===== config.mk =====
export PLATFORM = sky130hd
export DESIGN_NAME = block_pattern_gen
export DESIGN_NICKNAME = d
export VERILOG_FILES = /design/src/rtl/block_pattern_gen.sv
export SDC_FILE = /design/constraint.sdc
export NUM_CORES = 1
export LEC_CHECK = 0
export ABC_AREA = 1
export BUFFER_PORTS_ARGS = -buffer_cell sky130_fd_sc_hd__buf_2
export CAP_MARGIN = 10
export CORE_AREA = 2 2 221 223
export DETAILED_ROUTE_END_ITERATION = 10
export DIE_AREA = 0 0 223 225
export PLACE_DENSITY = 0.78
export RECOVER_POWER = 50
export REMOVE_ABC_BUFFERS = 1
export SYNTH_ARGS = -nofsm -noshare
export SYNTH_HDL_FRONTEND = slang
export SYNTH_SLANG_ARGS = --single-unit

===== constraint.sdc =====
create_clock -name clk -period 18.1 [get_ports clk]
set_input_delay 3.62 -clock clk [delete_from_list [all_inputs] [get_ports clk]]
set_output_delay 3.62 -clock clk [all_outputs]
set_load 0.005 [all_outputs]

===== src/rtl/block_pattern_gen.sv =====
// block_pattern_gen
// Test-block source for the AUI block datapath. Produces BLOCK_SIZE-bit
// blocks (PRBS31, counter, fixed or alternating pattern) behind a
// valid/ready handshake, with start/stop/burst control, one-shot bit-0
// error injection and a saturating count of accepted blocks.

module block_pattern_gen #(
    parameter int                BLOCK_SIZE = 257,
    parameter int                LFSR_W     = 31,
    parameter logic [LFSR_W-1:0] SEED       = 31'h7FFF_FFFF,
    parameter int                BURST_W    = 16
) (
    input  logic                  clk,
    input  logic                  rst,
    input  logic [1:0]            i_config,
    input  logic [BLOCK_SIZE-1:0] i_pattern,
    input  logic                  i_start,
    input  logic                  i_stop,
    input  logic [BURST_W-1:0]    i_burst_len,
    input  logic                  i_err_inject,
    input  logic                  i_ready,
    output logic [BLOCK_SIZE-1:0] o_data,
    output logic                  o_valid,
    output logic                  o_busy,
    output logic                  o_done,
    output logic [31:0]           o_block_cnt
);

    localparam logic [1:0] IDLE  = 2'd0;
    localparam logic [1:0] RUN   = 2'd1;
    localparam logic [1:0] DRAIN = 2'd2;

    localparam logic [1:0] MODE_PRBS = 2'd0;
    localparam logic [1:0] MODE_CNT  = 2'd1;
    localparam logic [1:0] MODE_FIX  = 2'd2;
    localparam logic [1:0] MODE_ALT  = 2'd3;

    // An all-zero seed would lock the LFSR, so it is replaced by 1.
    localparam logic [LFSR_W-1:0]  SEED_EFF  = (SEED == '0) ? {{(LFSR_W-1){1'b0}}, 1'b1} : SEED;
    localparam logic [BURST_W-1:0] BURST_ONE = {{(BURST_W-1){1'b0}}, 1'b1};

    logic [1:0]            state_q,    state_d;
    logic [BLOCK_SIZE-1:0] data_q,     data_d;
    logic                  valid_q,    valid_d;
    logic                  done_q,     done_d;
    logic [31:0]           blkCnt_q,   blkCnt_d;
    logic [31:0]           accCnt_q,   accCnt_d;
    logic [LFSR_W-1:0]     lfsr_q,     lfsr_d;
    logic [BURST_W-1:0]    remain_q,   remain_d;
    logic                  errLatch_q, errLatch_d;
    logic                  altPhase_q, altPhase_d;

    logic                  startFire;
    logic                  runLoad;
    logic                  load;
    logic                  accept;

    logic [LFSR_W-1:0]     lfsrSrc;
    logic [31:0]           cntSrc;
    logic                  altSrc;
    logic                  errSrc;
    logic [BURST_W-1:0]    remSrc;

    logic [LFSR_W-1:0]     prbsState;
    logic                  prbsFb;
    logic [BLOCK_SIZE-1:0] prbsBlock;
    logic [BLOCK_SIZE-1:0] newBlock;

    // Handshake qualifiers. The start cycle itself loads the first block so
    // that it is presented one cycle after i_start; stop always beats a load.
    always_comb begin
        startFire = (state_q == IDLE) && i_start && !i_stop;
        runLoad   = (state_q == RUN) && !i_stop && (!valid_q || i_ready);
        load      = startFire || runLoad;
        accept    = valid_q && i_ready;
    end

    // Generator sources: on the start cycle the block is built from the
    // freshly restarted values rather than the stale registers.
    always_comb begin
        lfsrSrc = startFire ? SEED_EFF : lfsr_q;
        cntSrc  = startFire ? 32'd0 : blkCnt_q;
        altSrc  = startFire ? 1'b0 : altPhase_q;
        errSrc  = i_err_inject || (errLatch_q && !startFire);
        remSrc  = startFire ? i_burst_len : remain_q;
    end

    // Unrolled PRBS31 (x^31 + x^28 + 1): BLOCK_SIZE serial steps per block,
    // first generated bit lands in the MSB, prbsState ends as the next LFSR.
    always_comb begin
        prbsState = lfsrSrc;
        prbsFb    = 1'b0;
        prbsBlock = '0;
        for (int i = 0; i < BLOCK_SIZE; i++) begin
            prbsFb    = prbsState[30] ^ prbsState[27];
            prbsState = {prbsState[LFSR_W-2:0], prbsFb};
            prbsBlock[BLOCK_SIZE-1-i] = prbsFb;
        end
    end

    // Candidate block for the current mode, with the optional bit-0 error.
    always_comb begin
        newBlock = '0;
        case (i_config)
            MODE_PRBS: newBlock = prbsBlock;
            MODE_CNT:  newBlock[31:0] = cntSrc;
            MODE_FIX:  newBlock = i_pattern;
            default:   newBlock = altSrc ? ~i_pattern : i_pattern;
        endcase
        newBlock[0] = newBlock[0] ^ errSrc;
    end

    // Next-state logic: accept bookkeeping, start restart, block load and
    // the IDLE/RUN/DRAIN sequencing.
    always_comb begin
        state_d    = state_q;
        data_d     = data_q;
        valid_d    = valid_q;
        done_d     = 1'b0;
        blkCnt_d   = blkCnt_q;
        accCnt_d   = accCnt_q;
        lfsr_d     = lfsr_q;
        remain_d   = remain_q;
        errLatch_d = errLatch_q || i_err_inject;
        altPhase_d = altPhase_q;

        if (accept) begin
            valid_d = 1'b0;
            if (accCnt_q != 32'hFFFF_FFFF) begin
                accCnt_d = accCnt_q + 32'd1;
            end
        end

        if (startFire) begin
            accCnt_d = 32'd0;
            state_d  = RUN;
        end

        if (load) begin
            data_d     = newBlock;
            valid_d    = 1'b1;
            blkCnt_d   = cntSrc + 32'd1;
            errLatch_d = 1'b0;
            lfsr_d     = (i_config == MODE_PRBS) ? prbsState : lfsrSrc;
            altPhase_d = (i_config == MODE_ALT) ? !altSrc : altSrc;
            remain_d   = (remSrc != '0) ? (remSrc - BURST_ONE) : remSrc;
            state_d    = (remSrc == BURST_ONE) ? DRAIN : RUN;
        end

        case (state_q)
            IDLE: ;
            RUN: begin
                if (i_stop) begin
                    state_d = DRAIN;
                end
            end
            DRAIN: begin
                if (!valid_q || accept) begin
                    state_d = IDLE;
                    done_d  = 1'b1;
                end
            end
            default: state_d = IDLE;
        endcase
    end

    // State registers; reset discards any pending block immediately.
    always_ff @(posedge clk or posedge rst) begin
        if (rst) begin
            state_q    <= IDLE;
            data_q     <= '0;
            valid_q    <= 1'b0;
            done_q     <= 1'b0;
            blkCnt_q   <= 32'd0;
            accCnt_q   <= 32'd0;
            lfsr_q     <= SEED_EFF;
            remain_q   <= '0;
            errLatch_q <= 1'b0;
            altPhase_q <= 1'b0;
        end else begin
            state_q    <= state_d;
            data_q     <= data_d;
            valid_q    <= valid_d;
            done_q     <= done_d;
            blkCnt_q   <= blkCnt_d;
            accCnt_q   <= accCnt_d;
            lfsr_q     <= lfsr_d;
            remain_q   <= remain_d;
            errLatch_q <= errLatch_d;
            altPhase_q <= altPhase_d;
        end
    end

    assign o_data      = data_q;
    assign o_valid     = valid_q;
    assign o_busy      = (state_q != IDLE);
    assign o_done      = done_q;
    assign o_block_cnt = accCnt_q;

endmodule


==> flow_metrics.env, run 1 <==
export IMPL_p_int_mw=3.33
export IMPL_maxCapViolCount=4
export IMPL_final_antenna_net_count=0
export IMPL_stdcell_area_sq_mm=0.0295
export IMPL_cts_max_level=2
export IMPL_die_h_um=225
export IMPL_avgSynthCellArea_sq_um=6.87
export IMPL_antenna_found_initial=17
export IMPL_postCtsSetupBuffers=0
export IMPL_synth_seq_cells=374
export IMPL_grt_first_pass_wirelength_um=136000
export IMPL_layout_common_cells="nand2_1 (962), buf_2 (417), inv_1 (350)"
export IMPL_synth_edff_count=0
export IMPL_dpl_cell_count=4663
export IMPL_placed_area_sq_mm=0.0281
export IMPL_place_ws_ns=9.99
export IMPL_rsz0062_at_grt="false"
export IMPL_crit_required_ns=18.58
export IMPL_fin_setup_tns_ns=0
export IMPL_path_clk_slew_ns=0.06
export IMPL_pwr_share_seq_pct=19.5
export IMPL_reg2regPathDepth=10
export IMPL_clk_latency_ns=0.60
export IMPL_cts_inserted_buffers=45
export IMPL_dieWidth_um=223
export IMPL_cts_tree="yes"
export IMPL_yosysWarnings=0
export IMPL_vias=26900
export IMPL_cts_resized=0
export IMPL_critPathMaxFanout=223
export IMPL_holdPathStages=2
export IMPL_skew_ns=0.0239
export IMPL_synth_area_sq_mm=0.0250
export IMPL_seq_area_frac_synth_pct=37.6
export IMPL_drt_wl_total_um=87900
export IMPL_status="finished, violations left"
export IMPL_io_pins=573
export IMPL_cp_arrival_ns=10.49
export IMPL_violations="capacitance limit, slew limit"
export IMPL_drive_above_1_share_pct=17.8
export IMPL_max_slew_margin_pct=-301
export IMPL_switching_power_mw=4.04
export IMPL_p_sw_share_pct=54.8
export IMPL_end_kind="flip-flop"
export IMPL_rows=80
export IMPL_start_util_pct=52.6
export IMPL_cts_hold_buf=0
export IMPL_async_reset_ff_share_pct=100
export IMPL_fin_crit_ns=10.01
export IMPL_cp_start_kind="input port"
export IMPL_drt_vias_per_instance=5.66
export IMPL_mostFrequentLayoutCell="nand2_1"
export IMPL_hold_path_class="reg -> reg"
export IMPL_tightestPinTransition_ns=5.98
export IMPL_irDropWorstVdd_mv=0.142
export IMPL_grt_usage_pct=34.1
export IMPL_final_core_util_pct=62.1
export IMPL_synthDistinctLibCells=67
export IMPL_drc=0
export IMPL_fin_nets=4381
export IMPL_period_share_pct=55.3
export IMPL_max_freq_ghz=0.0999
export IMPL_clockBufferDepth=3
export IMPL_grt_max_degree=224
export IMPL_crit_type="in -> reg"
export IMPL_finalHoldViolations=0
export IMPL_p_comb_share_pct=66.8
export IMPL_globalplace_congestion=0.928
export IMPL_p_clk_share_pct=13.6
export IMPL_slew_violations=278
export IMPL_leakage_nw=14.0
export IMPL_cts_root_buf="clkbuf_16"
export IMPL_dpl_hpwl_um=61900
export IMPL_clock_sinks=374
export IMPL_synth_main_ff_cell="dfrtp_1"
export IMPL_syn_inst=3637
export IMPL_wl_per_cell_um=18.5
export IMPL_area_growth_pct=18.1
export IMPL_power_density_mw_per_mm2=249
export IMPL_core_sq_mm=0.0475
export IMPL_instances_no_fill=4759
export IMPL_drt_iter0_markers=2408
export IMPL_setup_violations=0
export IMPL_grt_ovfl_total=0
export IMPL_design_die_area_sq_mm=0.0502
export IMPL_dr_pass1_iters=5
export IMPL_fillCellCount=4491
export IMPL_grt_pass1_vias=24400
export IMPL_setup_ws_ns=8.09
export IMPL_portBuffers=572
==> registers in the layout, indices dropped and copies added, names as in the netlist <==
signal	flops
o_done	1
errLatch_q	1
o_block_cnt	32
remain_q	16
lfsr_q	31
o_valid	1
state_q	2
altPhase_q	1
blkCnt_q	32
o_data	257
==> logic make-up (layout without fill, tap and decap cells) <==
logic type	after synthesis	count (layout)	synth area share, %
xor+xnor	93	93	3.62
compound gates	897	897	20.5
flops	374	374	37.6
mux	2	2	0.0801
buf+inv	566	1060	8.91
simple gates	1700	1700	29.0
other cells	0	13	0
fa+ha+maj	5	5	0.250
==> metal layers <==
layer  part of all wire (%)  track usage [%]  wire (um)  vias to the layer above
li1                       -                -          -                    12900
met1                     42             46.6      37000                    12600
met2                     45             52.7      39600                     1207
met3                    8.4             6.90       7420                      228
met4                    4.4             14.7       3880                        6
met5                  0.038                0         33                        -
==> worst max-delay path, stage by stage <==
cell        delay [ns]
buf_2             0.10
inv_1             0.04
nor2_1            0.03
nand2_1           1.54
clkinvlp_2        2.42
nor2_4            0.66
inv_8             0.29
buf_12            0.37
buf_4             0.56
or2_2             0.43
nand2_1           0.07
inv_1             0.04
==> power by group through the flow <==
stage                     Clock, mW  Sequential, mW  Combinational (mW)
after global placement            0            1.43                4.76
after floorplan                   0            1.44                3.42
after global routing           1.05            1.47                5.47
after detailed placement          0            1.43                4.85
final                          1.00            1.44                4.92
after CTS                      1.01            1.43                4.88
==> path summary, 6_finish.rpt <==
kind,startpoint,to,slack [ns]
max in group asynchronous,rst,o_data[95]$_DFFE_PP0P_,8.93
setup / recovery,i_start,o_data[20]$_DFFE_PP0P_,8.09
setup reg to reg,state_q[0]$_DFF_PP0_,o_data[20]$_DFFE_PP0P_,10.81
min in group asynchronous,rst,o_data[100]$_DFFE_PP0P_,4.88
hold / removal,o_data[0]$_DFFE_PP0P_,o_data[0]$_DFFE_PP0P_,0.48
hold reg to reg,o_data[0]$_DFFE_PP0P_,o_data[0]$_DFFE_PP0P_,0.48
==> synth_stat cells (10+ instances only) <==
library cell,number,area [sq um]
a211oi_1,32,240
a21oi_1,330,1650
a31oi_1,22,138
buf_1,10,37.5
buf_2,16,80.1
clkbuf_1,142,533
dfrtp_1,343,8580
dfstp_2,31,815
inv_1,352,1320
inv_2,32,120
nand2_1,961,3610
nand2_2,69,432
nand3_1,186,931
nand3_2,10,100
nand4_1,38,238
nor2_1,339,1270
nor2_2,10,62.6
nor3_1,24,120
nor4_1,11,68.8
o2111ai_1,66,578
o211ai_1,12,90.1
o21ai_0,344,1720
o21ai_1,20,100
o21ai_2,16,140
o22ai_1,11,68.8
or2_2,25,156
xnor2_1,15,131
xor2_1,69,604
==> through the flow <==
stage                     hold slack [ns]  total power, mW
after floorplan                     0.446             4.85
after global placement              0.462             6.19
after detailed placement            0.465             6.28
after CTS                           0.481             7.32
after global routing                0.507             7.99
final                               0.477             7.36
==> area by class of cell <==
cell class              instances  area (sq um)  share of cell area (%)
diodes                         13          32.5                   0.110
clock inverters                15           246                   0.835
well taps                     615           769                    2.61
multi-input cells            2697         13400                    45.4
flip-flops and latches        374          9400                    31.8
clock buffers                  68          1380                    4.66
repair buffers                589          2830                    9.58
inverters                     388          1480                    5.01
No activity file was read; power rests on OpenSTA's default activity.
==> run 2: changes to the inputs <==
--- a/config.mk
+++ b/config.mk
@@ -8,10 +8,10 @@
 export ABC_AREA = 1
 export BUFFER_PORTS_ARGS = -buffer_cell sky130_fd_sc_hd__buf_2
 export CAP_MARGIN = 10
-export CORE_AREA = 2 2 221 223
+export CORE_AREA = 2 2 227 229
 export DETAILED_ROUTE_END_ITERATION = 10
-export DIE_AREA = 0 0 223 225
-export PLACE_DENSITY = 0.78
+export DIE_AREA = 0 0 229 231
+export PLACE_DENSITY = 0.77
 export RECOVER_POWER = 50
 export REMOVE_ABC_BUFFERS = 1
 export SYNTH_ARGS = -nofsm -noshare
==> constraint.sdc (replaced) <==
create_clock -name clk -period 9 [get_ports clk]
set_input_delay 1.8 -clock clk [delete_from_list [all_inputs] [get_ports clk]]
set_output_delay 1.8 -clock clk [all_outputs]
set_load 0.005 [all_outputs]
==> run 2 against run 1 <==
Net effect: the run still ends with capacitance limit, slew limit left; critical path depth grew 5; total power increased by 100%; hold slack gained 0.0071 ns; critical endpoint is now blkCnt_q[30]$_DFFE_PP0P_; die area up 5.4%; register-to-register slack lost 7.4 ns; wire length is 2.4% higher; first-iteration DRC count increased by 15%; utilization shrank 3.8 points; via count is 0.23% higher; cell count is 1.4% higher; combinational power rose by 100%.
==> flow_metrics.env, run 2 (synthesis results as in run 1) <==
export IMPL_drc=0
export IMPL_cpMostUsedCell="nor2_1"
export IMPL_finalHoldViolations=0
export IMPL_postCtsSetupBuffers=0
export IMPL_core_sq_mm=0.0507
export IMPL_grt_first_pass_wirelength_um=138000
export IMPL_dieWidth_um=229
export IMPL_critPathSlowestCell="clkbuf_1"
export IMPL_fin_crit_ns=6.45
export IMPL_hp_start="lfsr_q[25]$_DFFE_PP1P_"
export IMPL_dpl_hpwl_um=63800
export IMPL_irDropWorstVdd_mv=0.296
export IMPL_rows=83
export IMPL_slowest_delay_ns=1.55
export IMPL_grt_usage_pct=32.9
export IMPL_path_clk_slew_ns=0.06
export IMPL_setup_violations=0
export IMPL_cts_root_buf="clkbuf_16"
export IMPL_whs_ns=0.484
export IMPL_mostFrequentLayoutCell="nand2_1"
export IMPL_design_die_area_sq_mm=0.0529
export IMPL_r2r_start="state_q[0]$_DFF_PP0_"
export IMPL_cts_tree="yes"
export IMPL_cp_arrival_ns=6.96
export IMPL_power_mw=14.7
export IMPL_holdPathEnd="lfsr_q[25]$_DFFE_PP1P_"
export IMPL_drt_vias_per_instance=5.59
export IMPL_skew_ns=0.0229
export IMPL_reg2regPathDepth=15
export IMPL_cp_num_buf_inv=4
export IMPL_largest_reg_flops=257
export IMPL_layout_common_cells="nand2_1 (961), buf_2 (458), inv_1 (350)"
export IMPL_end_kind="flip-flop"
export IMPL_r2r_end="blkCnt_q[30]$_DFFE_PP0P_"
export IMPL_hold_path_class="reg -> reg"
export IMPL_area_growth_pct=18.2
export IMPL_power_density_mw_per_mm2=498
export IMPL_dr_pass1_iters=6
export IMPL_grt_ovfl_total=0
export IMPL_globalplace_congestion=0.963
export IMPL_wl_per_cell_um=18.7
export IMPL_final_antenna_net_count=0
export IMPL_grt_pass1_vias=24400
export IMPL_cts_max_level=2
export IMPL_instances_no_fill=4825
export IMPL_io_pins=573
export IMPL_crit_family="buffers and inverters"
export IMPL_fin_nets=4386
export IMPL_fillCellCount=4920
export IMPL_tightestPinTransition_ns=4.26
export IMPL_cts_inserted_buffers=44
export IMPL_drt_wl_total_um=90000
export IMPL_cts_resized=0
export IMPL_max_slew_margin_pct=-185
export IMPL_crit_type="in -> reg"
export IMPL_critPathMaxFanout=44
export IMPL_antenna_found_initial=17
export IMPL_violations="capacitance limit, slew limit"
export IMPL_clk_latency_ns=0.59
export IMPL_max_freq_ghz=0.155
export IMPL_status="finished, violations left"
export IMPL_worstSetupStartpoint="i_start"
export IMPL_drive_above_1_share_pct=18.7
export IMPL_dpl_cell_count=4734
export IMPL_cts_hold_buf=0
export IMPL_reg2reg_slack_ns=3.46
export IMPL_cp_start_kind="input port"
export IMPL_drt_iter0_markers=2760
export IMPL_die_h_um=231
export IMPL_crit_required_ns=9.51
export IMPL_vias=27000
export IMPL_grt_max_degree=166
export IMPL_clockBufferDepth=3
export IMPL_final_core_util_pct=58.3
export IMPL_portBuffers=572
export IMPL_start_util_pct=49.3
export IMPL_fin_setup_tns_ns=0
export IMPL_slew_violations=128
export IMPL_maxCapViolCount=2
export IMPL_rsz0062_at_grt="false"
export IMPL_period_share_pct=71.6
export IMPL_clock_sinks=374
export IMPL_cp_cell_sequence="buf_2, inv_1, nor2_1, nand2_4, clkbuf_1, inv_4, nor2_1, ha_1, nand3_1, nor2_1, nand2_1, nor2_1, nand3_1, nor4_1, nand4_1, nor2_1, xnor2_1"
export IMPL_leakage_nw=14.1
export IMPL_holdPathStages=2
==> run 2: cell count changes in the layout (fill, tap and decap cells not counted), moves of 2 or more <==
cell / before / now
bufinv_16: 6 / 3
buf_4: 13 / 20
clkbuf_1: 165 / 130
buf_1: 0 / 2
buf_2: 417 / 458
diode_2: 13 / 10
clkbuf_8: 12 / 7
==> run 2: per-layer routing <==
layer	GRT usage, %	routed length (um)	up-vias
met4	13.8	3960	14
met1	44.3	37700	12600
met2	51.2	40600	1203
met5	0	95	-
met3	7.36	7670	249
li1	-	-	12900
==> run 2: final cells by class <==
class / instances / area [sq um] / area share, %
flip-flops and latches: 374 / 9400 / 31.8
diodes: 10 / 25.0 / 0.0847
clock buffers: 70 / 1310 / 4.44
multi-input cells: 2697 / 13400 / 45.4
inverters: 388 / 1480 / 5.02
repair buffers: 595 / 2910 / 9.87
clock inverters: 11 / 150 / 0.508
well taps: 680 / 851 / 2.88
==> run 2: how the worst max path moves through the flow <==
stage / cells past startpoint / slack (ns) / to
after global routing: 17 / 2.06 / blkCnt_q[30]$_DFFE_PP0P_
after CTS: 13 / 4.01 / o_data[154]$_DFFE_PP0P_
after detailed placement: 14 / 3.37 / o_data[21]$_DFFE_PP0P_
after floorplan: 9 / -6.78 / o_data[34]$_DFFE_PP0P_
final: 17 / 2.55 / blkCnt_q[30]$_DFFE_PP0P_
after global placement: 13 / 3.40 / o_data[154]$_DFFE_PP0P_
==> run 2: per-stage QoR <==
step	area [sq um]	worst slack (ns)
2_1_floorplan	24200	-6.78
3_3_place_gp	28200	3.40
3_5_place_dp	28200	3.37
4_1_cts	29700	4.01
5_1_grt	29500	2.06
6_report	29500	2.55
==> run 2: power breakdown <==
group          total [mW]  switching (mW)  leakage [nW]  internal (mW)
registers            2.88           0.418          4.41           2.46
clock network        1.85           0.760         0.707           1.09
logic                9.98            6.96          8.98           3.02
==> run 2: worst min-delay path, stage by stage (launching register included) <==
cell,delay [ns]
dfstp_2,0.38
nand2_1,0.06
nand2_1,0.05
